## src/rtl/signal_bar_renderer.sv

```systemverilog
// Multi-channel status-bar painter: repaints NUM_BARS filled rectangles one pixel per clock for vga_adapter.
// Optional feature macro AUTO_REFRESH_EN: repaint any bar whose live level differs from its last painted level.

module signal_bar_renderer #(
    parameter int                  NUM_BARS   = 3,
    parameter int                  BAR_W      = 75,
    parameter int                  BAR_H      = 10,
    parameter int                  X_W        = 10,
    parameter int                  Y_W        = 9,
    parameter int                  COLOUR_W   = 3,
    parameter logic [COLOUR_W-1:0] ON_COLOUR  = 3'b010,
    parameter logic [COLOUR_W-1:0] OFF_COLOUR = 3'b100
) (
    input  logic                    clock,
    input  logic                    reset,
    input  logic [NUM_BARS-1:0]     signals,
    input  logic [NUM_BARS*X_W-1:0] bar_x,
    input  logic [NUM_BARS*Y_W-1:0] bar_y,
    input  logic                    draw,
    output logic [X_W-1:0]          out_x,
    output logic [Y_W-1:0]          out_y,
    output logic [COLOUR_W-1:0]     colour,
    output logic                    plot,
    output logic                    busy,
    output logic                    done
);

    localparam int IDX_W = (NUM_BARS > 1) ? $clog2(NUM_BARS) : 1;
    localparam int COL_W = (BAR_W > 1) ? $clog2(BAR_W) : 1;
    localparam int ROW_W = (BAR_H > 1) ? $clog2(BAR_H) : 1;

    localparam logic [IDX_W-1:0] LAST_IDX = IDX_W'(NUM_BARS - 1);
    localparam logic [COL_W-1:0] LAST_COL = COL_W'(BAR_W - 1);
    localparam logic [ROW_W-1:0] LAST_ROW = ROW_W'(BAR_H - 1);

    typedef enum logic [1:0] {IDLE, SCAN, DRAW, DONE} state_e;

    state_e              state_q;
    logic [IDX_W-1:0]    idx_q;
    logic [NUM_BARS-1:0] pending_q, pending_d;
    logic [NUM_BARS-1:0] snap_q, snap_d;
    logic [NUM_BARS-1:0] chg, req, clr;
    logic                latch;

    logic [X_W-1:0]      ox_q;
    logic [Y_W-1:0]      oy_q;
    logic [COLOUR_W-1:0] fill_q;
    logic [COL_W-1:0]    col_q;
    logic [ROW_W-1:0]    row_q;

    logic [X_W-1:0]      out_x_q;
    logic [Y_W-1:0]      out_y_q;
    logic [COLOUR_W-1:0] colour_q;
    logic                plot_q;
    logic                done_q;

    logic [X_W-1:0]      bx [NUM_BARS];
    logic [Y_W-1:0]      by [NUM_BARS];

    for (genvar i = 0; i < NUM_BARS; i++) begin : g_unpack
        assign bx[i] = bar_x[i*X_W +: X_W];
        assign by[i] = bar_y[i*Y_W +: Y_W];
    end

    always_comb begin
        // NOTE: every variable gets a default before any branch so no latch is inferred.
        latch  = (state_q == SCAN) && pending_q[idx_q];
        snap_d = snap_q;
        clr    = '0;
        if (latch) begin
            snap_d[idx_q] = signals[idx_q];
            clr[idx_q]    = 1'b1;
        end
`ifdef AUTO_REFRESH_EN
        // Compared with snap_d so the bar being latched this cycle does not re-flag itself.
        chg = signals ^ snap_d;
`else
        chg = '0;
`endif
        req       = {NUM_BARS{draw}} | chg;
        pending_d = (pending_q & ~clr) | req;
    end

    always_ff @(posedge clock or posedge reset) begin
        if (reset) begin
            state_q   <= IDLE;
            idx_q     <= '0;
            pending_q <= '1;
            snap_q    <= '0;
            ox_q      <= '0;
            oy_q      <= '0;
            fill_q    <= '0;
            col_q     <= '0;
            row_q     <= '0;
            out_x_q   <= '0;
            out_y_q   <= '0;
            colour_q  <= '0;
            plot_q    <= 1'b0;
            done_q    <= 1'b0;
        end else begin
            // NOTE: non-blocking assignments so every register here samples pre-edge values.
            pending_q <= pending_d;
            snap_q    <= snap_d;
            plot_q    <= (state_q == DRAW);
            done_q    <= (state_q == DONE);
            if (state_q == DRAW) begin
                out_x_q  <= ox_q + X_W'(col_q);
                out_y_q  <= oy_q + Y_W'(row_q);
                colour_q <= fill_q;
            end

            case (state_q)
                IDLE: begin
                    if ((pending_q | req) != '0) begin
                        state_q <= SCAN;
                        idx_q   <= '0;
                    end
                end
                SCAN: begin
                    if (pending_q[idx_q]) begin
                        ox_q    <= bx[idx_q];
                        oy_q    <= by[idx_q];
                        fill_q  <= signals[idx_q] ? ON_COLOUR : OFF_COLOUR;
                        col_q   <= '0;
                        row_q   <= '0;
                        state_q <= DRAW;
                    end else if (idx_q == LAST_IDX) begin
                        state_q <= DONE;
                    end else begin
                        idx_q <= idx_q + 1'b1;
                    end
                end
                DRAW: begin
                    if (col_q == LAST_COL) begin
                        col_q <= '0;
                        if (row_q == LAST_ROW) begin
                            row_q <= '0;
                            if (idx_q == LAST_IDX) begin
                                state_q <= DONE;
                            end else begin
                                idx_q   <= idx_q + 1'b1;
                                state_q <= SCAN;
                            end
                        end else begin
                            row_q <= row_q + 1'b1;
                        end
                    end else begin
                        col_q <= col_q + 1'b1;
                    end
                end
                DONE: state_q <= IDLE;
                default: state_q <= IDLE;
            endcase
        end
    end

    assign out_x  = out_x_q;
    assign out_y  = out_y_q;
    assign colour = colour_q;
    assign plot   = plot_q;
    assign done   = done_q;
    assign busy   = (state_q != IDLE);

endmodule

```

## config.mk

```make
export PLATFORM = sky130hd
export DESIGN_NAME = signal_bar_renderer
export DESIGN_NICKNAME = d
export VERILOG_FILES = /design/src/rtl/signal_bar_renderer.sv
export SDC_FILE = /design/constraint.sdc
export NUM_CORES = 1
export LEC_CHECK = 0
export ABC_AREA = 0
export CAP_MARGIN = 20
export CORE_MARGIN = 2
export CORE_UTILIZATION = 50
export DETAILED_ROUTE_END_ITERATION = 6
export GPL_TIMING_DRIVEN = 0
export PLACE_DENSITY = 0.88
export SYNTH_ARGS = -nofsm -noshare
export SYNTH_HDL_FRONTEND = slang
export SYNTH_SLANG_ARGS = --single-unit
```

## constraint.sdc

```tcl
create_clock -name clock -period 2.6 [get_ports clock]
set_input_delay 0.26 -clock clock [delete_from_list [all_inputs] [get_ports clock]]
set_output_delay 0.26 -clock clock [all_outputs]
set_load 0.005 [all_outputs]
```

# Word level (Yosys, flattened, before mapping)
# Cells that the tools add are included.
# Widths: inputs -> output; s select.
[totals]
ff_bits = 64
input_bits = 63
out_inout_bits = 25
wordCells = 84
[classes]
addsub = 5
n_lt_le_gt_ge = 3
n_eq_ne = 12
n_mux = 34
n_bitwise = 5
reduce_logical = 12
[op_table]
columns = ["operator", "n"]
rows = [
  ["$mux 2", 11],
  ["$bmux 10 s2", 1],
  ["$mux 10", 2],
  ["$bmux 9 s2", 1],
  ["$mux 9", 2],
  ["$mux 7", 2],
  ["$pmux 7 s2", 1],
  ["$mux 4", 3],
  ["$add 10x7->10", 1],
  ["$add 9x4->9", 1],
  ["$pmux 2 s4", 1],
  ["$pmux 4 s2", 1],
  ["$add 7x1->7 const B", 1],
  ["$eq 7x7->1 const B", 1],
  ["$eq 2x2->1 const B", 3],
  ["$mux 3", 2],
  ["$ne 2x1->1 const B", 3],
  ["$or 3x3->3", 2],
  ["$pmux 2 s3", 1],
  ["$reduce_bool 3->1", 2],
  ["$reduce_and 5->1", 1],
  ["$add 4x1->4 const B", 1],
  ["$bmux 1 s2", 2],
  ["$eq 4x4->1 const B", 1],
  ["other kinds (18)", 24],
]

# Longest topological paths before layout
# Gate-level depths: netlist of the first run.
[logic_depth]
depth_word = 8
ltp_mapped = 8
ltp_nobuf = 8

# Worst setup path before layout of the first run
# No wires, ideal clock.
[synth_path]
kind = "register -> register"
from = "register idx_q[0]"
to = "register idx_q[0]"
setup_time_ps = 80
t_arrival_ps = 1985
required_time_ps = 2520
setup_slack_ps = 535
path_stages_with_launch = 7
path_buffers = 2
period_less_slack_ps = 2065
path_cell_list = "dfrtp_1 > buf_2 > buf_1 > inv_1 > ha_1 > a2111oi_4 > mux2i_1"
[synth_between]
elab_chain_cells = 5
elab_cells_between_ends = 11
cone_classes = "add/sub (1); eq/ne (2); mux (7); reduce/logical (1)"
[synth_rtl]
columns = ["item", "line", "rtl"]
rows = [
  ["start: declaration", "39", "logic [IDX_W-1:0] idx_q;"],
  ["start signal: assignment", "130", "idx_q <= idx_q + 1'b1;"],
  ["start signal: assignment", "141", "idx_q <= idx_q + 1'b1;"],
  ["$add 2x1->2 / $eq 2x2->1 (equally long branches)", "-", ""],
  ["$mux 2", "127, 138", ""],
  ["$mux 2", "136", "if (row_q == LAST_ROW) begin"],
  ["$mux 2", "134", "if (col_q == LAST_COL) begin"],
  ["$pmux 2 s3", "112", "case (state_q)"],
]
# Parallel ways exist; a longest one is shown, timed or not. The select of a mux whose other input is x is not followed.
# A chain may end at the register's enable or synchronous reset.

# Worst setup path after layout of the first run
[layout_path]
from = "register state_q[0]"
to = "register out_y_q[3] (netlist: out_y[3])"
[layout_between]
elab_chain_cells = 1
[layout_rtl]
columns = ["item", "line", "rtl"]
rows = [
  ["start: declaration", "38", "state_e state_q;"],
  ["start signal: assignment", "86", "state_q <= IDLE;"],
  ["start signal: assignment", "115", "state_q <= SCAN;"],
  ["start signal: assignment", "126", "state_q <= DRAW;"],
  ["$eq 2x2->1", "106", "if (state_q == DRAW) begin"],
  ["end signal: assignment", "108", "out_y_q <= oy_q + Y_W'(row_q);"],
  ["end: declaration", "52", "logic [Y_W-1:0] out_y_q;"],
]
# Every way passes these cells.

==> key figures, run 1 <==
Logic synthesis
  • EDFF count, synth: 0
  • Yosys cell types: 51
  • Most used flip-flop cell after synthesis: dfrtp_1
  • Synth Net Count: 463
  • Post-synthesis sequential element count: 62
  • Synth area leader: dfrtp_1
  • Ranking of synthesized cells by area: dfrtp_1, ha_1, a21oi_1, mux2i_1, nor2_1
  • Post-synth ARST share: 1.00
  • Ys Warns: 0
  • Synth Cell Area: 0.00362 sq mm
  • Post-synth top area share: 0.408
  • Syn avg cell area: 9.65 sq um
  • Seq/Total Area, Yosys: 0.430
  • Cells after synthesis: 375

Drt
  • Routed len/inst: 16.9 um
  • Pre-antenna DRT Iters: 4
  • WL final: 9740 um
  • Routed Antenna Nets: 0
  • DR DRC count: 0
  • Vias/cell: 5.59
  • Via count: 3,226
  • Initial DRC count: 175

Placement
  • Port Buffers: 86
  • Global placement routability congestion: 0.816
  • Post-placement setup slack: 0.0995 ns
  • Area after DPL: 0.00462 sq mm
  • Detailed Place HPWL: 7160 um
  • DP Cell Count: 561

GRT
  • Initial antenna violation count: 0
  • Largest net degree at the start of global routing: 34
  • Total grt overflow: 0
  • Number of global-route vias before repair: 3,249
  • Total Routing Usage GR: 0.254
  • First-pass GRT wire length: 15,200 um

Clock network
  • CTS root buffer: clkbuf_8
  • Setup Buffers After CTS: 0
  • Clock-pin slew on the worst setup and hold paths: 0.08 ns
  • Clock sink count: 62
  • Insertion delay to the later sink of the worst-skew pair: 0.35 ns
  • CTS Hold Bufs: 0
  • H-Tree Depth: 3
  • Num CTS Buffers: 9
  • Post-CTS resize count: 0
  • Max clock buf depth: 2
  • CTS tree: done

Floorplan
  • Area of the core: 0.00714 sq mm
  • Cell Rows: 31
  • Die Y: 89.1 um
  • Boundary pin count: 88
  • Die Wd: 89.1 um
  • Area of the die: 0.00793 sq mm
  • Initial Utilization: 0.507

Setup path
  • Critical-path maximum fanout: 10
  • WS Path Type: flip-flop to flip-flop
  • CP max stage delay: 0.52 ns
  • CP Cell Sequence: inv_1 -> ha_1 -> clkbuf_1 -> clkbuf_2 -> mux2_2
  • Worst EP required: 2.84 ns
  • Reg2Reg Depth: 5
  • Critical path launch point type: flip-flop
  • Crit end category: flip-flop
  • Critical path data arrival time: 2.55 ns
  • CP max-delay cell: clkbuf_1

STA
  • Pins over their slew limit: 0
  • Skew final: 0.0117 ns
  • RSZ-0062 raised after global routing: no
  • Least-Margin Pin Slew: 0.707 ns
  • Final setup vio count: 0
  • Fmax: 432 MHz
  • Tcrit/Tclk final: 0.890
  • Worst setup margin: 0.285 ns
  • Hold Vio Cnt, Final: 0
  • Minimum clock period: 2.31 ns
  • Slew HR: 0.528

Final layout
  • Area Growth Syn to Fin: 33.6%
  • ANT cells: 0
  • Fin cells: 577
  • FF+latch area: 0.00156 sq mm
  • Multi-input logic area: 0.00193 sq mm
  • Fin nets: 561
  • Final instance area: 0.00483 sq mm
  • Layout cells sized above 1: 0.0837
  • FILL cells: 561

Pwr
  • Power Total: 1940 uW
  • PwrDens: 401 mW/mm^2
  • Leakage: 0.00207 uW
  • Worst VDD drop: 0.000310 V

Hold path
  • Hold crit path type: primary input to async pin

Run status
  • Status: finished clean

Job
  • Maxcap violations: 0
[placed cells by master (no fill, tap or decap), types with 5 or more instances in the layout]
master,n
clkbuf_8,11
xnor2_1,8
and3_1,5
dfrtp_1,59
xor2_1,7
clkdlybuf4s50_1,86
mux2_2,9
inv_1,13
ha_1,23
mux2i_1,23
a21o_1,7
nand2_1,20
nor2_1,59
a21oi_1,48
o21ai_0,15
clkbuf_1,12
[cells by family (layout without fill, tap and decap cells)]
group                    count (synthesis)  after routing  synth area share
buffers and inverters                   32            135            0.0377
adder cells (fa/ha/maj)                 25             25            0.0906
XOR/XNOR                                15             15            0.0363
flip-flops                              62             62             0.430
AO/OA/AOI/OAI                           99             99             0.176
multiplexers                            32             32            0.0917
other                                    1              1           0.00104
AND/OR/NAND/NOR                        109            109             0.136
[critical path, delay by kind of cell, from the launching register on]
family	cells	cell delay, ns
muxes	1	0.38
DFF	1	0.42
adders and majority gates	1	0.31
buffers and inverters	3	1.10
[where the power goes]
part | internal [uW] | total [uW] | switching [uW]
registers | 964 | 964 | 0.000000000000100
logic | 91.5 | 130 | 38.5
clock network | 465 | 845 | 381
[area by class of cell]
class	instances	share of cell area
Clock buffer	10	0.0285
Buffer	18	0.0179
Sequential cell	62	0.322
Tap cell	99	0.0256
Timing Repair Buffer	87	0.182
Multi-Input combinational cell	281	0.400
Clock inverter	6	0.0127
Inverter	14	0.0109
[stage by stage]
stage / hold WS [ns] / setup TNS, ns / utilization
global route: 0.412 / 0 / 0.677
CTS: 0.353 / 0 / 0.675
finish: 0.337 / 0 / 0.677
detailed placement: 0.476 / 0 / 0.648
floorplan: 0.353 / 0 / -
global placement: 0.464 / -11.97 / 0.645
[Yosys cell counts, types with 2 or more instances]
library cell	n
a221o_1	2
o21a_1	4
o211ai_1	3
mux2_2	9
a21o_1	7
o41ai_1	3
nand4b_1	3
buf_2	2
nor3_1	2
nand2b_1	2
nand4_1	4
nand2_1	20
mux2i_1	23
dfrtp_1	59
and2_1	2
xor2_1	7
o21ai_0	15
nand3_1	4
a211oi_1	3
dfstp_2	3
o31a_1	2
nand3b_1	2
fa_1	2
xnor2_1	8
inv_1	14
nor2_1	59
a21oi_1	48
ha_1	23
o2bb2ai_1	2
and3_1	5
clkbuf_1	13
[registers in the layout, summed over array words and instances, names as in the netlist, 2 cells and up]
| name | cells |
|---|---|
| col_q | 7 |
| colour | 2 |
| fill_q | 2 |
| idx_q | 2 |
| out_x | 10 |
| out_y | 9 |
| ox_q | 10 |
| oy_q | 9 |
| pending_q | 3 |
| row_q | 4 |
| state_q | 2 |
[metal layers]
| layer | part of all wire | vias to the layer above | GRT usage |
|---|---|---|---|
| met5 | 0 | - | 0 |
| li1 | - | 1525 | - |
| met4 | 0.023 | 0 | 0.103 |
| met3 | 0.050 | 26 | 0.0674 |
| met1 | 0.41 | 1555 | 0.302 |
| met2 | 0.52 | 120 | 0.438 |
[path summary, 6_finish.rpt]
path / slack [ns] / end / startpoint
worst max-delay path: 0.29 / out_y[3] / state_q[0]
worst min-delay path: 0.34 / out_x[9] / reset
worst max register to register: 0.29 / out_y[3] / state_q[0]
worst min register to register: 0.50 / out_x[3] / out_x[3]
max in group asynchronous: 1.57 / pending_q[2] / reset
min in group clock: 0.50 / out_x[3] / out_x[3]
Note: power is estimated with default switching activity, not from simulation.
==> run 2, diff against run 1 <==
--- a/config.mk
+++ b/config.mk
@@ -7,11 +7,11 @@
 export LEC_CHECK = 0
 export ABC_AREA = 0
 export CAP_MARGIN = 20
-export CORE_MARGIN = 2
 export CORE_UTILIZATION = 50
 export DETAILED_ROUTE_END_ITERATION = 6
 export GPL_TIMING_DRIVEN = 0
 export PLACE_DENSITY = 0.88
+export SETUP_SLACK_MARGIN = 0.15
 export SYNTH_ARGS = -nofsm -noshare
 export SYNTH_HDL_FRONTEND = slang
 export SYNTH_SLANG_ARGS = --single-unit
==> key figures, run 2 (same netlist as run 1, synthesis figures left out) <==
Clock network
  • Max clock buf depth: 2
  • Clock-pin slew on the worst setup and hold paths: 0.07 ns
  • Clock sink count: 62
  • Num CTS Buffers: 9
  • CTS tree: done
  • H-Tree Depth: 3
  • Setup Buffers After CTS: 0
  • CTS Hold Bufs: 0
  • CTS root buffer: clkbuf_8
  • Insertion delay to the later sink of the worst-skew pair: 0.35 ns

Setup path
  • Crit end category: flip-flop
  • Worst EP required: 2.82 ns
  • Reg2Reg Depth: 7
  • WS Path Type: flip-flop to flip-flop
  • Critical path data arrival time: 2.51 ns
  • Critical path launch point type: flip-flop
  • FF-to-FF Start: col_q[0]
  • Critical-path maximum fanout: 5
  • Flop2flop setup slack: 0.32 ns
  • Reg-to-Reg End: state_q[0]

GRT
  • Total Routing Usage GR: 0.265
  • Largest net degree at the start of global routing: 35
  • Total grt overflow: 0
  • Initial antenna violation count: 0
  • First-pass GRT wire length: 15,200 um
  • Number of global-route vias before repair: 3,209

STA
  • Least-Margin Pin Slew: 0.740 ns
  • Skew final: 0.0138 ns
  • Final setup vio count: 0
  • Minimum clock period: 2.28 ns
  • Setup total negative slack: 0 ns
  • Slew HR: 0.506
  • Fmax: 438 MHz
  • Hold Vio Cnt, Final: 0
  • Worst setup margin: 0.315 ns
  • Pins over their slew limit: 0
  • Tcrit/Tclk final: 0.879
  • RSZ-0062 raised after global routing: no

Drt
  • Routed Antenna Nets: 0
  • Vias/cell: 5.51
  • Via count: 3,160
  • M1 wire length: 4100 um
  • Routed len/inst: 16.4 um
  • DR DRC count: 0
  • Met3 wire len: 369 um
  • WL final: 9400 um
  • Metal2 WL: 4840 um
  • Top routing layer in use: met4
  • Pre-antenna DRT Iters: 4
  • Initial DRC count: 200

Pwr
  • PwrDens: 398 mW/mm^2
  • Cell-internal power: 1500 uW
  • Worst VDD drop: 0.000397 V
  • Net Sw Power: 417 uW
  • Leakage: 0.00206 uW
  • Clock Power Share: 0.428
  • Sequential power share: 0.504
  • Sw Share: 0.218
  • Comb power frac: 0.068

Hold path
  • Hold crit path type: primary input to async pin

Floorplan
  • Initial Utilization: 0.524
  • Die Wd: 87.1 um
  • Cell Rows: 30
  • Die Y: 87.1 um
  • Boundary pin count: 88
  • Area of the die: 0.00758 sq mm
  • Area of the core: 0.00691 sq mm

Run status
  • Status: finished clean

Final layout
  • ANT cells: 0
  • Final Util: 0.697
  • Fin nets: 561
  • Most frequent cells in the layout: clkdlybuf4s50_1, nor2_1, dfrtp_1, a21oi_1
  • Area Growth Syn to Fin: 33.1%
  • Leading cell type in the layout, fill and taps excluded: clkdlybuf4s50_1
  • FILL cells: 518
  • Layout cells sized above 1: 0.0795

Placement
  • Global placement routability congestion: 0.833
  • Port Buffers: 86
  • Detailed Place HPWL: 6960 um
  • Post-placement setup slack: 0.123 ns

Job
  • Maxcap violations: 0
[run 2: how the worst max path moves through the flow]
stage / start / to / slack, ns / depth (start not counted)
2_1_floorplan: idx_q[0] / idx_q[0] / 0.54 / 6
3_3_place_gp: reset / colour[2] / -0.22 / 2
3_5_place_dp: idx_q[0] / idx_q[0] / 0.12 / 6
4_1_cts: state_q[1] / fill_q[2] / 0.19 / 6
5_1_grt: state_q[1] / fill_q[2] / 0.20 / 6
6_report: col_q[0] / state_q[0] / 0.32 / 7
[run 2: power groups by stage]
stage / Sequential [uW] / Combinational (uW) / Clock, uW
after detailed placement: 983 / 131 / 0
after global placement: 983 / 124 / 0
after floorplan: 983 / 25.8 / 0
final: 964 / 130 / 819
after global routing: 964 / 139 / 864
after CTS: 964 / 131 / 825
[run 2: per-layer routing]
metal  up-vias  global-route usage
met5         -                   0
met4         0              0.0818
met3         8              0.0521
met2        79               0.453
met1      1549               0.339
li1       1524                   -
[run 2: critical path, stage by stage (launching register included)]
cell and delay, ns:
dfrtp_1 0.42, inv_1 0.12, ha_1 0.16, nand4b_1 0.14, o31a_1 0.32, a211o_1 0.37, or4b_1 0.49, o311a_1 0.14
[run 2: stage by stage]
stage	hold slack, ns	area, sq um	std cells	power, uW
3_3_place_gp	0.462	4600	557	1110
3_5_place_dp	0.469	4620	558	1110
5_1_grt	0.420	4810	574	1970
6_report	0.363	4810	574	1910
2_1_floorplan	0.353	3620	375	1010
4_1_cts	0.384	4800	574	1920
[run 2: repair_timing]
item	CTS	global route
pin swaps	0	0
endpoints found under the setup margin	7	21
gates resized for setup	2	3
[run 2: layout make-up]
| cell class | instances | area, sq um | area share |
|---|---|---|---|
| Multi-Input combinational cell | 281 | 1930 | 0.402 |
| Sequential cell | 62 | 1560 | 0.323 |
| Timing Repair Buffer | 87 | 881 | 0.183 |
| Clock buffer | 12 | 135 | 0.0281 |
| Tap cell | 96 | 120 | 0.0250 |
| Buffer | 18 | 87.6 | 0.0182 |
| Inverter | 14 | 52.6 | 0.0109 |
| Clock inverter | 4 | 47.5 | 0.00988 |
==> run 3, diff against run 2 <==
--- a/config.mk
+++ b/config.mk
@@ -6,6 +6,7 @@
 export NUM_CORES = 1
 export LEC_CHECK = 0
 export ABC_AREA = 0
+export ABC_CLOCK_PERIOD_IN_PS = 2600
 export CAP_MARGIN = 20
 export CORE_UTILIZATION = 50
 export DETAILED_ROUTE_END_ITERATION = 6
==> results of run 3 <==
Same layout as run 2: the final DEF is identical, and so are final timing and power.
